$ cat src/rtl/vga_test_pattern_pkg.sv
// Shared encodings and constants for the VGA test-pattern colour stage.
package vga_test_pattern_pkg;

   // Background pattern select encodings.
   typedef enum logic [1:0] {
      PAT_BLACK = 2'd0,
      PAT_BARS  = 2'd1,
      PAT_CHECK = 2'd2,
      PAT_GRAD  = 2'd3
   } pattern_e;

   // Colours packed as {red[2:0], grn[2:0], blu[2:0]}; one octal digit per channel.
   localparam logic [8:0] COL_BLACK   = 9'o000;
   localparam logic [8:0] COL_WHITE   = 9'o777;
   localparam logic [8:0] COL_YELLOW  = 9'o770;
   localparam logic [8:0] COL_CYAN    = 9'o077;
   localparam logic [8:0] COL_GREEN   = 9'o070;
   localparam logic [8:0] COL_MAGENTA = 9'o707;
   localparam logic [8:0] COL_RED     = 9'o700;
   localparam logic [8:0] COL_BLUE    = 9'o007;

   // Cycles from pixel input to colour output; sync outputs are delayed to match.
   localparam int unsigned PIPE_LATENCY = 2;

   // Colour of bar idx, counted from the left edge.
   function automatic logic [8:0] bar_colour(input logic [2:0] idx);
      logic [8:0] col;
      unique case (idx)
         3'd0:    col = COL_WHITE;
         3'd1:    col = COL_YELLOW;
         3'd2:    col = COL_CYAN;
         3'd3:    col = COL_GREEN;
         3'd4:    col = COL_MAGENTA;
         3'd5:    col = COL_RED;
         3'd6:    col = COL_BLUE;
         default: col = COL_BLACK;
      endcase
      return col;
   endfunction

endpackage

$ cat src/rtl/vga_bounce_pos.sv
// One axis of the bouncing box: position and direction, updated once per tick.
module vga_bounce_pos #(
   parameter int unsigned LIMIT     = 640,
   parameter int unsigned BOX_SIZE  = 32,
   parameter int unsigned BOX_SPEED = 2
) (
   input  logic       i_clk,
   input  logic       i_reset,
   input  logic       i_tick,
   output logic [9:0] o_pos
);

   // Widest legal top-left coordinate; compares are 11 bits so nothing wraps.
   localparam logic [10:0] POS_MAX = 11'(LIMIT - BOX_SIZE);
   localparam logic [10:0] SPEED   = 11'(BOX_SPEED);

   logic [9:0]  pos_q, pos_d;
   logic        dir_q, dir_d;  // 0 = increasing
   logic [10:0] pos_ext;

   assign pos_ext = {1'b0, pos_q};

   // Next position: step by SPEED, clamp at either wall and reverse.
   always_comb begin
      pos_d = pos_q;
      dir_d = dir_q;
      if (!dir_q) begin
         if (pos_ext + SPEED >= POS_MAX) begin
            pos_d = POS_MAX[9:0];
            dir_d = 1'b1;
         end else begin
            pos_d = pos_q + SPEED[9:0];
         end
      end else begin
         if (pos_ext <= SPEED) begin
            pos_d = '0;
            dir_d = 1'b0;
         end else begin
            pos_d = pos_q - SPEED[9:0];
         end
      end
   end

   // Position/direction register, advanced only on a frame tick.
   always_ff @(posedge i_clk or posedge i_reset) begin
      if (i_reset) begin
         pos_q <= '0;
         dir_q <= 1'b0;
      end else if (i_tick) begin
         pos_q <= pos_d;
         dir_q <= dir_d;
      end
   end

   assign o_pos = pos_q;

endmodule

$ cat src/rtl/vga_test_pattern.sv
// VGA pixel-colour stage: background pattern plus bouncing box, 2-cycle pipeline.
module vga_test_pattern
   import vga_test_pattern_pkg::*;
#(
   parameter int unsigned H_ACTIVE_AREA = 640,
   parameter int unsigned V_ACTIVE_AREA = 480,
   parameter int unsigned BOX_SIZE      = 32,
   parameter int unsigned BOX_SPEED     = 2
) (
   input  logic       i_clk,
   input  logic       i_reset,
   input  logic       i_hs,
   input  logic       i_vs,
   input  logic       i_activeArea,
   input  logic [9:0] i_px,
   input  logic [9:0] i_py,
   input  logic [1:0] i_pattern,
   output logic       o_hs,
   output logic       o_vs,
   output logic [2:0] o_red,
   output logic [2:0] o_grn,
   output logic [2:0] o_blu,
   output logic       o_frameTick
);

   localparam int unsigned BAR_W = H_ACTIVE_AREA / 8;

   logic        frame_tick;
   logic        tick_q;
   logic [7:0]  frame_cnt_q;
   pattern_e    pattern_q;
   logic [9:0]  box_x, box_y;

   logic [10:0] px_ext, py_ext, bx_ext, by_ext;
   logic        in_box;
   logic [2:0]  bar_idx;

   // Stage-1 registers.
   logic        act1_q, in_box1_q;
   logic [2:0]  bar_idx1_q, grad_b1_q;
   logic [8:0]  px1_q, py1_q;
   pattern_e    pat1_q;

   // Stage-2 registers and sync delay line.
   logic [8:0]              colour_d, colour_q;
   logic [PIPE_LATENCY-1:0] hs_dly_q, vs_dly_q;

   // Last visible pixel of the frame.
   assign frame_tick = i_activeArea && (i_px == 10'(H_ACTIVE_AREA - 1))
                       && (i_py == 10'(V_ACTIVE_AREA - 1));

   vga_bounce_pos #(
      .LIMIT     (H_ACTIVE_AREA),
      .BOX_SIZE  (BOX_SIZE),
      .BOX_SPEED (BOX_SPEED)
   ) u_bounce_x (
      .i_clk   (i_clk),
      .i_reset (i_reset),
      .i_tick  (frame_tick),
      .o_pos   (box_x)
   );

   vga_bounce_pos #(
      .LIMIT     (V_ACTIVE_AREA),
      .BOX_SIZE  (BOX_SIZE),
      .BOX_SPEED (BOX_SPEED)
   ) u_bounce_y (
      .i_clk   (i_clk),
      .i_reset (i_reset),
      .i_tick  (frame_tick),
      .o_pos   (box_y)
   );

   // Per-frame state: tick pulse, frame counter and tear-free pattern latch.
   always_ff @(posedge i_clk or posedge i_reset) begin
      if (i_reset) begin
         tick_q      <= 1'b0;
         frame_cnt_q <= '0;
         pattern_q   <= PAT_BLACK;
      end else begin
         tick_q <= frame_tick;
         if (frame_tick) begin
            frame_cnt_q <= frame_cnt_q + 8'd1;
            pattern_q   <= pattern_e'(i_pattern);
         end
      end
   end

   assign px_ext = {1'b0, i_px};
   assign py_ext = {1'b0, i_py};
   assign bx_ext = {1'b0, box_x};
   assign by_ext = {1'b0, box_y};

   // Stage-1 combinational: box hit test and bar index by threshold compare.
   always_comb begin
      in_box = (px_ext >= bx_ext) && (px_ext < bx_ext + 11'(BOX_SIZE))
               && (py_ext >= by_ext) && (py_ext < by_ext + 11'(BOX_SIZE));
      bar_idx = '0;
      for (int k = 1; k < 8; k++) begin
         if (px_ext >= 11'(k * BAR_W)) begin
            bar_idx = 3'(k);
         end
      end
   end

   // Stage 1: capture pixel context; pattern/count are captured with the pixel so the
   // last pixel of a frame keeps that frame's settings.
   always_ff @(posedge i_clk or posedge i_reset) begin
      if (i_reset) begin
         act1_q     <= 1'b0;
         in_box1_q  <= 1'b0;
         bar_idx1_q <= '0;
         grad_b1_q  <= '0;
         px1_q      <= '0;
         py1_q      <= '0;
         pat1_q     <= PAT_BLACK;
      end else begin
         act1_q     <= i_activeArea;
         in_box1_q  <= in_box;
         bar_idx1_q <= bar_idx;
         grad_b1_q  <= frame_cnt_q[5:3];
         px1_q      <= i_px[8:0];
         py1_q      <= i_py[8:0];
         pat1_q     <= pattern_q;
      end
   end

   // Stage-2 colour mux: blanking, then box, then background.
   always_comb begin
      colour_d = COL_BLACK;
      if (act1_q) begin
         if (in_box1_q && (pat1_q != PAT_GRAD)) begin
            colour_d = COL_WHITE;
         end else begin
            unique case (pat1_q)
               PAT_BLACK: colour_d = COL_BLACK;
               PAT_BARS:  colour_d = bar_colour(bar_idx1_q);
               PAT_CHECK: colour_d = (px1_q[5] ^ py1_q[5]) ? COL_WHITE : COL_BLACK;
               PAT_GRAD:  colour_d = {px1_q[8:6], py1_q[8:6], grad_b1_q};
               default:   colour_d = COL_BLACK;
            endcase
         end
      end
   end

   // Stage 2: colour register and matching sync delay.
   always_ff @(posedge i_clk or posedge i_reset) begin
      if (i_reset) begin
         colour_q <= '0;
         hs_dly_q <= '0;
         vs_dly_q <= '0;
      end else begin
         colour_q <= colour_d;
         hs_dly_q <= {hs_dly_q[PIPE_LATENCY-2:0], i_hs};
         vs_dly_q <= {vs_dly_q[PIPE_LATENCY-2:0], i_vs};
      end
   end

   assign o_hs        = hs_dly_q[PIPE_LATENCY-1];
   assign o_vs        = vs_dly_q[PIPE_LATENCY-1];
   assign o_red       = colour_q[8:6];
   assign o_grn       = colour_q[5:3];
   assign o_blu       = colour_q[2:0];
   assign o_frameTick = tick_q;

endmodule

$ cat config.mk
export PLATFORM = sky130hd
export DESIGN_NAME = vga_test_pattern
export DESIGN_NICKNAME = d
export VERILOG_FILES = /design/src/rtl/vga_test_pattern_pkg.sv /design/src/rtl/vga_bounce_pos.sv /design/src/rtl/vga_test_pattern.sv
export SDC_FILE = /design/constraint.sdc
export NUM_CORES = 1
export LEC_CHECK = 0
export CAP_MARGIN = 30
export CORE_MARGIN = 2
export CORE_UTILIZATION = 41
export CTS_CLUSTER_DIAMETER = 120
export DETAILED_ROUTE_END_ITERATION = 6
export DONT_BUFFER_PORTS = 1
export HOLD_SLACK_MARGIN = 0.08
export PLACE_DENSITY = 0.64
export SLEW_MARGIN = 20
export SYNTH_ARGS = -nofsm -noshare
export SYNTH_HDL_FRONTEND = slang
export SYNTH_SLANG_ARGS = --single-unit
$ cat constraint.sdc
create_clock -name i_clk -period 6.7 [get_ports i_clk]
set_clock_uncertainty 0.2 [all_clocks]
set_input_delay 1.005 -clock i_clk [delete_from_list [all_inputs] [get_ports i_clk]]
set_output_delay 1.005 -clock i_clk [all_outputs]
set_load 0.01 [all_outputs]
==> results.toml <==
[outcome]
status = "complete, no violations"

[critical_path]
setup.worst_path.end_class = "register"
slowest_stage = "nand4_2"
crit_type = "in -> reg"
r2r_setup_slack_ps = 3760
path_cells = "nand4b_1, nor4_2, nand4_2, inv_2, nand4_1, or2_1, xnor2_1"
reg2reg_to = "in_box1_q$_DFF_PP0_"
r2r_start = "u_bounce_x.o_pos[5]$_DFFE_PP0P_"
worstPathArrival_ps = 3490
worstRegToRegCells = 8
cpPeakStageDelay_ps = 700
critPathLaunchType = "input port"
required_ps = 6730
crit_fanout = 32

[synthesis]
syn-cell-area_um2 = 3950
synth_ff_type = "dfrtp_1"
syn-num-nets = 500
synth_edf_count = 0
async_flop_share = 1.00
yosysSeqAreaShare = 0.380
syn_avg_cell_area_um2 = 9.09
synth_cells = 434
yosysUniqueCellTypes = 67
synth_seq_cells = 60
ys.warnings.count = 0

[placed_design]
hpwl_mm = 7.15
io_buffers = 0
placed_cell_area_um2 = 4000
place.gp.congestion = 0.925
dp_cells = 543

[floorplanning]
rows = 35
die_h_um = 102
num_io_pins = 39
core_um2 = 9280
die_w_um = 102
die-area_um2 = 10400
initial_core_util = 0.425

[power_and_ir_drop]
leakage_nw = 1.76
power_density_nw_per_um2 = 170
ir_drop_uv = 70.8

[timing]
rsz0062_at_grt = "no"
hold_violations = 0
finalMaxSlewViolations = 0
clock.fmax_mhz = 290
worst_pin_slew_ps = 862
max-slew-margin-rel = 0.424
final-setup-viol-count = 0
finalCritPeriodShare = 0.515
fin_crit_ps = 3450
setup_tns_ps = 0

[global_route]
grt_usage = 0.195
grt_pass1_wl_mm = 15.7
grt_max_degree = 44
overflow = 0
antenna_found_initial = 0
grt_pass1_vias = 3085

[layout]
design_area_um2 = 4190
nets = 491
drive_above_1_share = 0.0698
diodes = 0
layout.cells.non_filler = 559
syn_to_final_growth_pct = 6.09
fin_util = 0.451

[clock_network]
cts.clk_slew.worst_paths_ps = 80
cts_buffer_depth = 2
clk_latency_ps = 350
cts_resized = 0
numCtsBuffers = 9
cts_tree = "yes"
htreeDepth = 3
post_cts_buffers = 0
clock-root-buffer = "clkbuf_8"
cts_sinks = 60
cts_hold_buf = 0

[min_path]
holdPathEnd = "vs_dly_q[1]$_DFF_PP0_"
hp-class = "reg -> reg"
hp-start = "vs_dly_q[0]$_DFF_PP0_"
hold_path_depth = 0

[detailed_routing]
wirelength_mm = 9.71
dr.pass1.iters = 5
drcViolationCount = 0
wl_per_cell_um = 17.4
drtIter0Drc = 219
viasPerCell = 5.87
ant_nets = 0
vias = 3283

[flow_run]
max-cap-violations = 0
synthesized netlist by cell type (4+ instances only):
cell	instances	area (um^2)
a211oi_1	4	30.0
a21oi_1	36	180
a22oi_1	4	30.0
a31oi_1	5	31.3
a32oi_1	5	43.8
and3_1	8	50.1
buf_2	10	50.1
clkbuf_1	6	22.5
dfrtp_1	60	1500
ha_1	39	488
inv_1	29	109
nand2_1	25	93.8
nand2b_1	4	25.0
nand3_1	12	60.1
nand4_1	8	50.1
nor2_1	20	75.1
nor2b_1	13	81.3
nor3_1	22	110
nor4_1	5	31.3
o21ai_0	32	160
o22ai_1	5	31.3
o31ai_1	5	37.5
xnor2_1	14	123
through the flow:
step	total power [W]	setup WS, ps	hold slack [ps]
detailed placement	0.000413	2940	143
global placement	0.000413	2970	133
floorplan	0.000403	4010	131
CTS	0.000721	3290	162
global route	0.000746	3000	164
finish	0.000712	3250	158
critical path, delay by kind of cell:
kind / cells / cell delay [ps]
AND/OR/NAND/NOR: 5 / 1680
buffers and inverters: 1 / 670
XOR/XNOR: 1 / 130
sequential cells by signal, summed over array words and instances, names as in the netlist:
name and flops:
colour_q 9, u_bounce_x.o_pos 9, u_bounce_y.o_pos 9, frame_cnt_q 6, px1_q 4, py1_q 4
bar_idx1_q 3, grad_b1_q 3, hs_dly_q 2, pat1_q 2, pattern_q 2, vs_dly_q 2
act1_q 1, in_box1_q 1, o_frameTick 1, u_bounce_x.dir_q 1, u_bounce_y.dir_q 1
cell type report:
type | count | area (um^2)
well taps | 129 | 161
multi-input cells | 322 | 2210
fillers | 906 | 5100
clock inverters | 7 | 60.1
clock buffers | 9 | 124
repair buffers | 1 | 7.51
inverters | 31 | 119
flip-flops and latches | 60 | 1500
where the power goes:
group	internal (W)	switching (W)
sequential	0.000368	0.00000302
clock	0.000140	0.000168
combinational	0.0000133	0.0000210
kinds of logic after synthesis:
group                    after synthesis  share of synthesized area
AND/OR/NAND/NOR                      134                      0.182
AO/OA/AOI/OAI                        133                      0.219
flip-flops                            60                      0.380
buffers and inverters                 52                     0.0587
adder cells (fa/ha/maj)               40                      0.126
XOR/XNOR                              15                     0.0333
worst max-delay path by stage:
stage	from	end	depth (start not counted)
3_3_place_gp	i_py[5]	frame_cnt_q[5]$_DFFE_PP0P_	7
4_1_cts	i_py[5]	frame_cnt_q[5]$_DFFE_PP0P_	7
2_1_floorplan	i_reset	act1_q$_DFF_PP0_	1
3_5_place_dp	i_py[5]	frame_cnt_q[5]$_DFFE_PP0P_	7
5_1_grt	i_py[5]	frame_cnt_q[5]$_DFFE_PP0P_	7
6_report	i_py[5]	frame_cnt_q[5]$_DFFE_PP0P_	7
layer usage:
| layer | routed length (um) | vias to the layer above | GRT usage |
|---|---|---|---|
| li1 | - | 1582 | - |
| met1 | 4530 | 1580 | 0.261 |
| met2 | 4480 | 105 | 0.312 |
| met3 | 503 | 16 | 0.0417 |
| met4 | 197 | 0 | 0.0718 |
| met5 | 0 | - | 0 |
cell usage in the layout (no fill, tap or decap), drive strengths merged, types with 2 or more instances in the layout:
cell type and n:
o22ai 5, and3 8, a311oi 2, o211ai 3, a21o 3, a211oi 4
dfrtp 60, nand4 9, nor3 23, nor2b 13, inv 34, and2 3
nor2 20, o21ai 34, nor4 6, a2bb2oi 2, clkinvlp 3, nand2b 4
a21oi 37, o21a 3, a22oi 4, o31a 3, nand3 12, a32oi 5
ha 39, a31oi 6, or3 3, xnor2 14, o2bb2ai 2, o31ai 5
a2111oi 3, clkbuf 9, nand2 25
Power figures use the tool's default switching activity.
